===== src/rtl/hazard_ctrl.sv =====
// hazard_ctrl: stall/flush sequencing for load-use, taken-branch and slow data-memory cases.
//   in : clk, rst (sync, active-low), id_rs1/rs2 addr+used, exe_write_addr_o, exe_DM_read,
//        exe_branch_taken, mem_req, mem_ack
//   out: pc_stall, ifid_stall, ifid_flush, idexe_stall, idexe_flush, exemem_stall,
//        memwb_bubble, mem_err (sticky), stall_cnt (saturating pc_stall cycles)
module hazard_ctrl #(
  parameter int ADDR_W  = 5,
  parameter int TIMEOUT = 255,
  parameter int CNT_W   = 16
) (
  input  logic              clk,
  input  logic              rst,
  input  logic [ADDR_W-1:0] id_rs1_addr,
  input  logic              id_rs1_used,
  input  logic [ADDR_W-1:0] id_rs2_addr,
  input  logic              id_rs2_used,
  input  logic [ADDR_W-1:0] exe_write_addr_o,
  input  logic              exe_DM_read,
  input  logic              exe_branch_taken,
  input  logic              mem_req,
  input  logic              mem_ack,
  output logic              pc_stall,
  output logic              ifid_stall,
  output logic              ifid_flush,
  output logic              idexe_stall,
  output logic              idexe_flush,
  output logic              exemem_stall,
  output logic              memwb_bubble,
  output logic              mem_err,
  output logic [CNT_W-1:0]  stall_cnt
);
  typedef enum logic [1:0] {RUN, MEM_WAIT, BR_HOLD} state_t;
  state_t state, state_nx;
  logic [7:0] wait_cnt, wait_nx;
  logic err_nx, timeout_hit, lu_hit, freeze, br, lu, done;
  always_comb begin
    // wait_cnt holds the number of frozen cycles already spent, so the release
    // lands on the cycle after TIMEOUT frozen cycles.
    timeout_hit = state == MEM_WAIT && wait_cnt == 8'(TIMEOUT);
    lu_hit = exe_DM_read && exe_write_addr_o != '0 &&
             ((id_rs1_used && id_rs1_addr == exe_write_addr_o) ||
              (id_rs2_used && id_rs2_addr == exe_write_addr_o));
    freeze = rst && mem_req && !mem_ack && !timeout_hit;
    br = rst && exe_branch_taken && !freeze && state != BR_HOLD;
    lu = rst && lu_hit && !freeze && !exe_branch_taken && state != BR_HOLD;
    pc_stall = freeze || lu;
    ifid_stall = freeze || lu;
    ifid_flush = br;
    idexe_stall = freeze;
    idexe_flush = br || lu;
    exemem_stall = freeze;
    memwb_bubble = freeze;
    done = mem_ack || timeout_hit;
    state_nx = RUN;
    wait_nx = wait_cnt;
    err_nx = mem_err;
    if (state == RUN) begin
      state_nx = freeze ? MEM_WAIT : br ? BR_HOLD : RUN;
      wait_nx = freeze ? 8'd1 : wait_cnt;
    end else if (state == MEM_WAIT) begin
      state_nx = done ? RUN : MEM_WAIT;
      wait_nx = done ? 8'd0 : wait_cnt + 8'd1;
      err_nx = mem_err || (timeout_hit && !mem_ack);
    end
  end
  always_ff @(posedge clk) begin
    if (!rst) begin
      state <= RUN;
      wait_cnt <= '0;
      mem_err <= 1'b0;
      stall_cnt <= '0;
    end else begin
      state <= state_nx;
      wait_cnt <= wait_nx;
      mem_err <= err_nx;
      stall_cnt <= stall_cnt + CNT_W'(pc_stall && !(&stall_cnt));
    end
  end
endmodule


===== config.mk =====
export PLATFORM = sky130hd
export DESIGN_NAME = hazard_ctrl
export DESIGN_NICKNAME = d
export VERILOG_FILES = /design/src/rtl/hazard_ctrl.sv
export SDC_FILE = /design/constraint.sdc
export NUM_CORES = 1
export LEC_CHECK = 0
export CAP_MARGIN = 40
export CELL_PAD_IN_SITES_DETAIL_PLACEMENT = 1
export CELL_PAD_IN_SITES_GLOBAL_PLACEMENT = 1
export CORE_MARGIN = 4
export CORE_UTILIZATION = 35
export CTS_CLUSTER_DIAMETER = 80
export DETAILED_ROUTE_END_ITERATION = 6
export PLACE_DENSITY_LB_ADDON = 0.1
export REMOVE_ABC_BUFFERS = 1
export SLEW_MARGIN = 10
export SYNTH_ARGS = -nofsm -noshare
export SYNTH_HDL_FRONTEND = slang
export SYNTH_SLANG_ARGS = --single-unit

===== constraint.sdc =====
create_clock -name clk -period 5.03 [get_ports clk]
set_input_delay 0.503 -clock clk [delete_from_list [all_inputs] [get_ports clk]]
set_output_delay 0.503 -clock clk [all_outputs]
set_load 0.005 [all_outputs]

==> impl_metrics.tcl <==
set metrics [dict create \
    status "finished, final reports clean" \
    maxSlewViolCount 0 \
    cp_slowest_cell "or4_1" \
    hold_buffers 0 \
    ir_drop_mv 0.137 \
    drtIter0Drc 45 \
    finalPower_mw 0.392 \
    synth-compound-area-share_pct 11.8 \
    routed_wl_um 3670 \
    finalNetCount 245 \
    rsz0062_at_grt "no" \
    cp-start-kind "input pin" \
    p_clk_share_pct 31.2 \
    final.setup.worst_slack_ns 2.11 \
    layout-drive-gt1-share_pct 3.67 \
    yosys.area.top_type "dfxtp_1" \
    p_leak_nw 0.661 \
    setup_violations 0 \
    crit_chain "clkdlybuf4s50_1 -> or4_1 -> nor2_1 -> nor3_1 -> a21oi_1 -> inv_1 -> clkdlybuf4s50_1" \
    vias 1385 \
    post_cts_resized 0 \
    path_clk_slew_ns 0.09 \
    fin_crit_ns 2.92 \
    critPathBufInv 3 \
    htree_num_levels 1 \
    port_buffers 46 \
    synth_fa_ha_area_share_pct 2.63 \
    final_cells 266 \
    die_w_um 71.8 \
    synth_seq_area_share_pct 37.9 \
    critPathCaptureType "output port" \
    p_int_mw 0.303 \
    muxShareOfSynthArea_pct 0.702 \
    antennaDiodeCount 0 \
    powerDensity_mw_per_mm2 201 \
    synth_cells 175 \
    path_max_fanout 3 \
    drv_cap 0 \
    pre_cts_slack_ns 1.84 \
    synth.distinct_cells 39 \
    tightestPinTransition_ns 0.704 \
    critPathTopFamily "buffers and inverters" \
    setup_tns_ns 0 \
    first_pass_iters 4 \
    cp_data_arrival_time_ns 2.42 \
    overflow 0 \
    die_height_um 71.8 \
    regArea_um2 541 \
    start_util_pct 37.5 \
    area_delta_synth_final_pct 36.9 \
    cts-root-buf "clkbuf_8" \
    synth-seq-cells 27 \
    antenna_found_initial 0 \
    period_share_pct 58.0 \
    synthTopCellsByArea "dfxtp_1 38%, xnor2_1 8.6%, nor2_1 5.5%, a21oi_1 4.9%, xor2_1 4.3%" \
    nFillCells 477 \
    yosys_warnings 0 \
    wl_per_cell_um 13.8 \
    fin_skew_ns 0.00611 \
    drc 0 \
    synth.avg_cell_area_um2 8.15 \
    dp_cells 262 \
    grt_usage_pct 14.9 \
    critPathRequiredTime_ns 4.53 \
    routed_via_density 5.21 \
    cts.sinks 27 \
    clk_latency_ns 0.27 \
    grt_pass1_wl_um 6250 \
    pwr-share-comb_pct 13.2 \
    cts_buffers 3 \
    rows 22 \
    netlist_area_mm2 0.00143 \
    final_hold_viol_count 0 \
    crit_type "input pin to output port" \
    switching_share_pct 22.6 \
    postRouteAntennaNets 0 \
    postCtsSetupBuffers 0 \
    multi_input_area_um2 836 \
    fp.coreArea_mm2 0.00380 \
    max_stage_delay_ns 0.54 \
    cpMostUsedCell "clkdlybuf4s50_1" \
    cts_tree "built" \
    p_seq_share_pct 55.5 \
    slew_headroom_pct 53.0 \
    fmax_ghz 0.343 \
    synthSimpleGateAreaFrac_pct 30.5 \
    die_area_mm2 0.00516 \
    clk_path_buf_depth 2 \
    hp-class "flop to flop" \
    num_io_pins 47 \
    hpwl_um 2980 \
    synth_top_family_by_area "simple AND/OR/NAND/NOR gates" \
    grt_max_degree 23 \
    synth_xor_area_share_pct 12.9 \
    grt_pass1_vias 1425 \
    power.switching_mw 0.0887 \
    yosysTopAreaCellShare_pct 37.9 \
    gp_congestion 0.795 \
]
[final timing paths]
kind | start | endpoint | slack (ns) | depth (start not counted)
setup / recovery | exe_write_addr_o[1] | pc_stall | 2.11 | 7
hold / removal | mem_err | mem_err | 0.51 | 2
setup reg to reg | wait_cnt[0] | stall_cnt[10] | 2.32 | 11
hold reg to reg | mem_err | mem_err | 0.51 | 2
[synth_stat cells, drive strengths merged]
library cell  number
and3               2
xor2               7
nor2              22
nor3b              1
dfxtp             27
or2                1
nor3               6
a21oi             15
o21ai              8
nand2b             2
o21a               3
and4               2
xnor2             14
o22ai              1
nand2             16
inv                3
buf                4
nand3             11
nor4               1
nand3b             2
and2               2
clkbuf             3
mux2i              1
or3                4
nand4              5
and3b              1
a31oi              1
ha                 3
nor2b              1
and4b              1
o21bai             1
or3b               1
or4                2
a22oi              1
[cell usage in the layout, fill, tap and decap left out, types with 2 or more instances in the layout]
cell / netlist / final
xor2_1: 7 / 7
nor3_1: 6 / 6
dfxtp_1: 27 / 27
clkbuf_8: 0 / 3
o21a_1: 3 / 3
o21ai_0: 7 / 7
nand3_1: 11 / 11
nand2b_1: 2 / 2
inv_1: 3 / 3
and2_1: 2 / 2
ha_1: 3 / 3
nand4_1: 5 / 5
nand2_1: 14 / 14
or3_1: 4 / 4
nand2_2: 2 / 2
nor2_1: 21 / 21
xnor2_1: 14 / 14
or4_1: 2 / 2
and4_1: 2 / 2
nand3b_1: 2 / 2
clkdlybuf4s50_1: 0 / 46
a21oi_1: 14 / 14
and3_1: 2 / 2
[sequential cells by signal, summed over array words and instances, names as in the netlist]
name and count:
wait_cnt 8, stall_cnt 16, state 2, mem_err 1
[per-stage QoR]
stage                     hold WS [ns]  instance area [um^2]  utilization [%]
after global placement           0.456                  1910             50.2
after detailed placement         0.492                  1910             50.2
after global routing             0.531                  1950             51.4
final                            0.508                  1950             51.4
after CTS                        0.508                  1950             51.4
after floorplan                  0.436                  1390                -
[worst register-to-register path: cells and delay by family, from the launching register on]
kind                       cells  cell delay [ns]
and+or+nand+nor                5             1.14
adders and majority gates      3             0.66
AOI/OAI and AO/OA              3             0.46
DFF                            1             0.35
[layout make-up]
cell class	instances	area share, %
clock buffer	4	2.31
inverter	3	0.577
multi-input combinational	138	42.8
sequential	27	27.7
tap	48	3.07
timing repair buffer	46	23.6
[cells by family after synthesis]
group,Yosys count
AND/OR/NAND/NOR,83
AO/OA/AOI/OAI,30
flip-flops,27
XOR/XNOR,21
buffers and inverters,10
adder cells (fa/ha/maj),3
multiplexers,1
[routing by layer]
metal | vias to the layer above | global-route usage (%) | wire (um)
met5 | - | 0 | 0
met4 | 0 | 6.26 | 38
met3 | 2 | 2.81 | 218
met2 | 35 | 26.0 | 1780
met1 | 655 | 17.7 | 1630
li1 | 693 | - | -
[power by group through the flow]
| stage | clock network [mW] | registers (mW) | logic (mW) |
|---|---|---|---|
| 2_1_floorplan | 0 | 0.222 | 0.0203 |
| 3_3_place_gp | 0 | 0.223 | 0.0514 |
| 3_5_place_dp | 0 | 0.223 | 0.0525 |
| 4_1_cts | 0.129 | 0.218 | 0.0526 |
| 5_1_grt | 0.135 | 0.218 | 0.0570 |
| 6_report | 0.122 | 0.218 | 0.0518 |
Note: power is estimated with default switching activity, not from simulation.
